### src/rtl/fetch_unit.sv
// Instruction fetch stage. It owns the PC and keeps at most one imem request in flight.
// Returned words go into a small {instr, pc} FIFO whose head is presented to decode.
//
// state  | meaning
// -------+-------------------------------------------------------------
// S_IDLE | nothing outstanding
// S_WAIT | one request outstanding, its response will be buffered
// S_DROP | one request outstanding, its response will be discarded
module fetch_unit #(
    parameter logic [31:0] RESET_PC   = 32'h0000_0000,
    parameter int          FIFO_DEPTH = 2
) (
    input  logic        clk_w_i,
    input  logic        rst_w_i_l,
    output logic        imem_req_w_o_h,
    output logic [31:0] imem_addr_w_o,
    input  logic [31:0] imem_rdata_w_i,
    input  logic        imem_rvalid_w_i_h,
    input  logic        redirect_w_i_h,
    input  logic [31:0] redirect_pc_w_i,
    input  logic        stall_w_i_h,
    output logic        instr_valid_w_o_h,
    output logic [31:0] instr_w_o,
    output logic [31:0] instr_pc_w_o,
    output logic [6:0]  opcode_w_o
);

    localparam int             AW      = $clog2(FIFO_DEPTH);
    localparam logic [AW:0]    DEPTH_C = (AW+1)'(FIFO_DEPTH);

    typedef enum logic [1:0] {S_IDLE, S_WAIT, S_DROP} state_t;

    state_t        state, state_nxt;
    logic [31:0]   fetch_pc, fetch_pc_nxt, req_pc;
    logic [31:0]   fifo_instr [FIFO_DEPTH];
    logic [31:0]   fifo_pc    [FIFO_DEPTH];
    logic [AW-1:0] rd_ptr, wr_ptr;
    logic [AW:0]   count, count_nxt;
    logic [31:0]   hold_instr, hold_pc;
    logic          push, pop, issue, head_valid;

    assign head_valid = (count != '0);

    always_comb begin
        pop          = head_valid && !stall_w_i_h;
        push         = (state == S_WAIT) && imem_rvalid_w_i_h && !redirect_w_i_h;
        count_nxt    = count + (AW+1)'(push) - (AW+1)'(pop);
        // Slot is only granted when the response is guaranteed a FIFO entry.
        issue        = rst_w_i_l && !redirect_w_i_h && (count_nxt < DEPTH_C) &&
                       ((state == S_IDLE) || ((state == S_WAIT) && imem_rvalid_w_i_h));
        state_nxt    = state;
        fetch_pc_nxt = fetch_pc;
        if (redirect_w_i_h) begin
            fetch_pc_nxt = redirect_pc_w_i & 32'hFFFF_FFFC;
            state_nxt    = ((state != S_IDLE) && !imem_rvalid_w_i_h) ? S_DROP : S_IDLE;
        end else if (issue) begin
            fetch_pc_nxt = fetch_pc + 32'd4;
            state_nxt    = S_WAIT;
        end else begin
            case (state)
                S_WAIT:  if (imem_rvalid_w_i_h) state_nxt = S_IDLE;
                S_DROP:  if (imem_rvalid_w_i_h) state_nxt = S_IDLE;
                default: state_nxt = state;
            endcase
        end
    end

    always_ff @(posedge clk_w_i or negedge rst_w_i_l) begin
        if (!rst_w_i_l) begin
            state    <= S_IDLE;
            fetch_pc <= RESET_PC;
            req_pc   <= RESET_PC;
        end else begin
            state    <= state_nxt;
            fetch_pc <= fetch_pc_nxt;
            if (issue) req_pc <= fetch_pc;
        end
    end

    always_ff @(posedge clk_w_i or negedge rst_w_i_l) begin
        if (!rst_w_i_l) begin
            rd_ptr     <= '0;
            wr_ptr     <= '0;
            count      <= '0;
            hold_instr <= '0;
            hold_pc    <= '0;
            for (int i = 0; i < FIFO_DEPTH; i++) begin
                fifo_instr[i] <= '0;
                fifo_pc[i]    <= '0;
            end
        end else begin
            // Remember the last presented head so outputs hold while empty.
            if (head_valid) begin
                hold_instr <= fifo_instr[rd_ptr];
                hold_pc    <= fifo_pc[rd_ptr];
            end
            if (redirect_w_i_h) begin
                rd_ptr <= '0;
                wr_ptr <= '0;
                count  <= '0;
            end else begin
                if (push) begin
                    fifo_instr[wr_ptr] <= imem_rdata_w_i;
                    fifo_pc[wr_ptr]    <= req_pc;
                    wr_ptr             <= wr_ptr + AW'(1);
                end
                if (pop) rd_ptr <= rd_ptr + AW'(1);
                count <= count_nxt;
            end
        end
    end

    assign imem_req_w_o_h    = issue;
    assign imem_addr_w_o     = fetch_pc;
    assign instr_valid_w_o_h = head_valid;
    assign instr_w_o         = head_valid ? fifo_instr[rd_ptr] : hold_instr;
    assign instr_pc_w_o      = head_valid ? fifo_pc[rd_ptr]    : hold_pc;
    assign opcode_w_o        = instr_w_o[6:0];

endmodule

### config.mk
export PLATFORM = sky130hd
export DESIGN_NAME = fetch_unit
export DESIGN_NICKNAME = d
export VERILOG_FILES = /design/src/rtl/fetch_unit.sv
export SDC_FILE = /design/constraint.sdc
export NUM_CORES = 1
export LEC_CHECK = 0
export CELL_PAD_IN_SITES_DETAIL_PLACEMENT = 0
export CELL_PAD_IN_SITES_GLOBAL_PLACEMENT = 1
export CORE_UTILIZATION = 43
export DETAILED_ROUTE_END_ITERATION = 6
export GPL_ROUTABILITY_DRIVEN = 0
export GPL_TIMING_DRIVEN = 0
export HOLD_SLACK_MARGIN = 0.15
export PLACE_DENSITY_LB_ADDON = 0.1
export SLEW_MARGIN = 20
export SYNTH_ARGS = -nofsm -noshare
export SYNTH_HDL_FRONTEND = slang
export SYNTH_SLANG_ARGS = --single-unit
### constraint.sdc
create_clock -name clk_w_i -period 3.65 [get_ports clk_w_i]
set_clock_uncertainty 0.1 [all_clocks]
set_input_delay 0.73 -clock clk_w_i [delete_from_list [all_inputs] [get_ports clk_w_i]]
set_output_delay 0.73 -clock clk_w_i [all_outputs]
set_load 0.01 [all_outputs]
==> results.sh <==
export IMPL_outcome="finished with violations"
export IMPL_violations="DRC"
export IMPL_max_slew_margin_rel_pct=44.2
export IMPL_die_x_um=162
export IMPL_rsz0062_at_grt="yes"
export IMPL_cp_end_kind="output pin"
export IMPL_clock_power_share_pct=22.8
export IMPL_timing_fmax_mhz=282
export IMPL_drc_errors=1
export IMPL_ys_ff_latch=254
export IMPL_hold_viol_final=0
export IMPL_internal_power_mw=8.23
export IMPL_start_util_pct=43.8
export IMPL_grt_max_degree=98
export IMPL_reg2reg_slack_ns=0.42
export IMPL_total_power_mw=12.2
export IMPL_required_ns=2.82
export IMPL_clkLatencyLatePin_ns=0.55
export IMPL_coreArea_sq_um=25100
export IMPL_cts_tree="built"
export IMPL_fin_ws_ns=0.104
export IMPL_grtUsageTotal_pct=21.2
export IMPL_synthCells=887
export IMPL_num_rows=58
export IMPL_layout_drive_gt1_share_pct=23.3
export IMPL_synth_edff_count=0
export IMPL_place_inst=1389
export IMPL_fill_cells=2247
export IMPL_finalNetCount=1176
export IMPL_vdd_drop_max_v=0.000453
export IMPL_synthTopCellsByArea="dfrtp_1, mux2_2, mux2i_1"
export IMPL_synth_flop_cell="dfrtp_1"
export IMPL_numCtsBuffers=29
export IMPL_cts_sinks=254
export IMPL_period_needed_ns=3.55
export IMPL_die_h_um=162
export IMPL_wirelength_mm=26.9
export IMPL_power_frac_comb_pct=39.7
export IMPL_p_leak_nw=6.06
export IMPL_power_net_switching_mw=3.96
export IMPL_clockRootBuffer="clkbuf_16"
export IMPL_setup_violations=0
export IMPL_maxCapViolCount=0
export IMPL_routed_via_density=5.32
export IMPL_route_detailed_wl_per_inst_um=18.5
export IMPL_postLayoutCoreUtil_pct=56.8
export IMPL_gr_total_overflow=0
export IMPL_seq_area_frac_synth_pct=57.9
export IMPL_worst_pin_slew_ns=0.835
export IMPL_syn_avg_cell_area_sq_um=12.4
export IMPL_detail_route_antenna_nets=0
export IMPL_pwr_density_cell_nw_per_um2=855
export IMPL_start_kind="flip-flop"
export IMPL_dp_hpwl_mm=17.9
export IMPL_vias=7729
export IMPL_area_growth_pct=29.8
export IMPL_htreeDepth=1
export IMPL_crit_arrival_ns=2.72
export IMPL_power_frac_seq_pct=37.5
export IMPL_r2r_cells=12
export IMPL_clock_path_buffers=3
export IMPL_slew_violations=0
export IMPL_synthArstFlopShare_pct=100
export IMPL_holdPathStages=1
export IMPL_grt_pass1_wl_mm=43.7
export IMPL_hp_class="reg -> reg"
export IMPL_stdcell_count=1454
export IMPL_crit_type="reg -> out"
export IMPL_antenna_found_initial=1
export IMPL_final_setup_tns_ns=0
export IMPL_fin_crit_sh_pct=97.2
export IMPL_drt_first_pass_iters=7
export IMPL_ys_warn_count=0
export IMPL_ys_types=43
export IMPL_cts_reportedPaths_clkPinSlew_ns=0.06
export IMPL_path_max_fanout=10
export IMPL_p_sw_share_pct=32.5
export IMPL_drt_iter0_markers=453
export IMPL_die_area_sq_um=26200
export IMPL_grt_pass1_vias=7779
export IMPL_ios=174
export IMPL_synth_top_area_share_pct=57.9
export IMPL_place_ws_ns=-1.16
export IMPL_io_buffer_count=168
export IMPL_synth_top_area_cell="dfrtp_1"
export IMPL_netlist_area_sq_um=11000
[synthesized netlist by cell type, types with 2 or more instances]
library cell / n
mux2_2: 154
nor3_1: 4
o31a_1: 2
o21ai_0: 78
nor4_1: 9
a22o_1: 3
mux2i_1: 63
and4_1: 4
or3_1: 4
nor2_1: 23
nand2b_1: 3
xor2_1: 4
nand2_1: 80
nand4_1: 19
a21oi_1: 5
clkbuf_8: 3
o31ai_1: 11
clkbuf_1: 39
or4_1: 16
buf_1: 6
and3_1: 2
and2_1: 2
ha_1: 5
inv_1: 9
nand3_1: 24
o21a_1: 4
xnor2_1: 3
buf_4: 10
a221oi_1: 5
a31oi_1: 15
dfrtp_1: 254
buf_2: 4
nor2b_1: 10
[flip-flops by register name, summed over array words and instances, names as in the netlist]
signal,flops
fifo_pc,60
state,2
hold_pc,32
hold_instr,32
rd_ptr,1
fifo_instr,64
req_pc,30
count,2
imem_addr_w_o,30
wr_ptr,1
[cell type report]
type / count / area, sq um / area share, %
antenna: 1 / 2.50 / 0.0175
buffer: 62 / 352 / 2.47
clock buffer: 39 / 813 / 5.70
clock inverter: 13 / 100 / 0.702
inverter: 9 / 33.8 / 0.237
multi-input combinational: 562 / 4330 / 30.3
sequential: 254 / 6360 / 44.6
tap: 330 / 413 / 2.90
timing repair buffer: 184 / 1860 / 13.1
[worst max-delay path: stages (launching register included)]
cell and delay, ns:
dfrtp_1 0.42, nor2_2 0.15, clkbuf_8 0.16, buf_4 0.14, clkbuf_1 0.38, o21ai_0 0.27
buf_4 0.19, clkdlybuf4s50_1 0.46
[metrics by stage]
stage	hold slack, ns	instance area, sq um
3_5_place_dp	0.371	13200
3_3_place_gp	0.366	13100
2_1_floorplan	0.334	11000
5_1_grt	0.409	14300
6_report	0.386	14300
4_1_cts	0.390	14200
[cell usage in the layout, fill, tap and decap left out, types with 4 or more instances in the layout]
cell,count
and4_1,4
nand4_1,19
clkbuf_1,33
o31ai_1,11
nor2b_1,10
xor2_1,4
or4_1,16
or3_1,4
o21ai_0,77
clkbuf_2,8
nor3_1,4
buf_2,8
a21oi_1,5
clkinv_2,9
clkbuf_16,29
nand3_1,23
a31oi_1,15
mux2i_1,63
clkbuf_8,9
buf_4,23
dfrtp_1,254
nand2_1,80
nor4_1,9
o21a_1,4
nor2_1,21
a221oi_1,5
clkdlybuf4s50_1,165
inv_1,7
mux2_2,154
[per-layer routing]
metal	vias up	GRT usage (%)	share of wire [%]
met4	0	6.52	2.9
met3	41	3.04	4.3
met1	3870	30.3	47
met5	-	0	0
li1	3614	-	-
met2	204	33.4	46
[timing repair]
item,4_1_cts,5_1_grt
setup buffers,4,8
setup endpoints to repair,117,35
resized for setup,31,17
hold buffers,1,0
pin swaps,2,3
endpoints found under the hold margin,9,0
[final timing paths]
check / startpoint / end
hold reg to reg: hold_pc[1]$_DFF_PN0_ / hold_pc[1]$_DFF_PN0_
hold / removal: hold_pc[1]$_DFF_PN0_ / hold_pc[1]$_DFF_PN0_
max in group asynchronous: rst_w_i_l / fifo_pc[56]$_DFFE_PN0P_
min in group asynchronous: rst_w_i_l / hold_instr[27]$_DFF_PN0_
setup / recovery: count[1]$_DFF_PN0_ / opcode_w_o[0]
setup reg to reg: count[1]$_DFF_PN0_ / imem_addr_w_o[11]$_DFFE_PN0P_
[kinds of logic after synthesis]
kind of cell | after synthesis | share of synthesized area [%]
adders and majority gates | 5 | 0.569
AOI/OAI and AO/OA | 126 | 6.65
buffers and inverters | 72 | 3.13
muxes | 217 | 21.5
xor gates and xnor gates | 9 | 1.03
other | 1 | 0.0341
and+or+nand+nor | 203 | 9.20
DFF | 254 | 57.9
[power by group through the flow]
| stage | registers, mW | logic [mW] | clock network (mW) |
|---|---|---|---|
| final | 4.57 | 4.84 | 2.78 |
| after CTS | 4.58 | 4.86 | 2.86 |
| after floorplan | 4.43 | 2.67 | 0 |
| after global placement | 4.58 | 4.68 | 0 |
| after global routing | 4.73 | 5.32 | 2.98 |
| after detailed placement | 4.60 | 4.75 | 0 |
No activity file was read; power rests on OpenSTA's default activity.
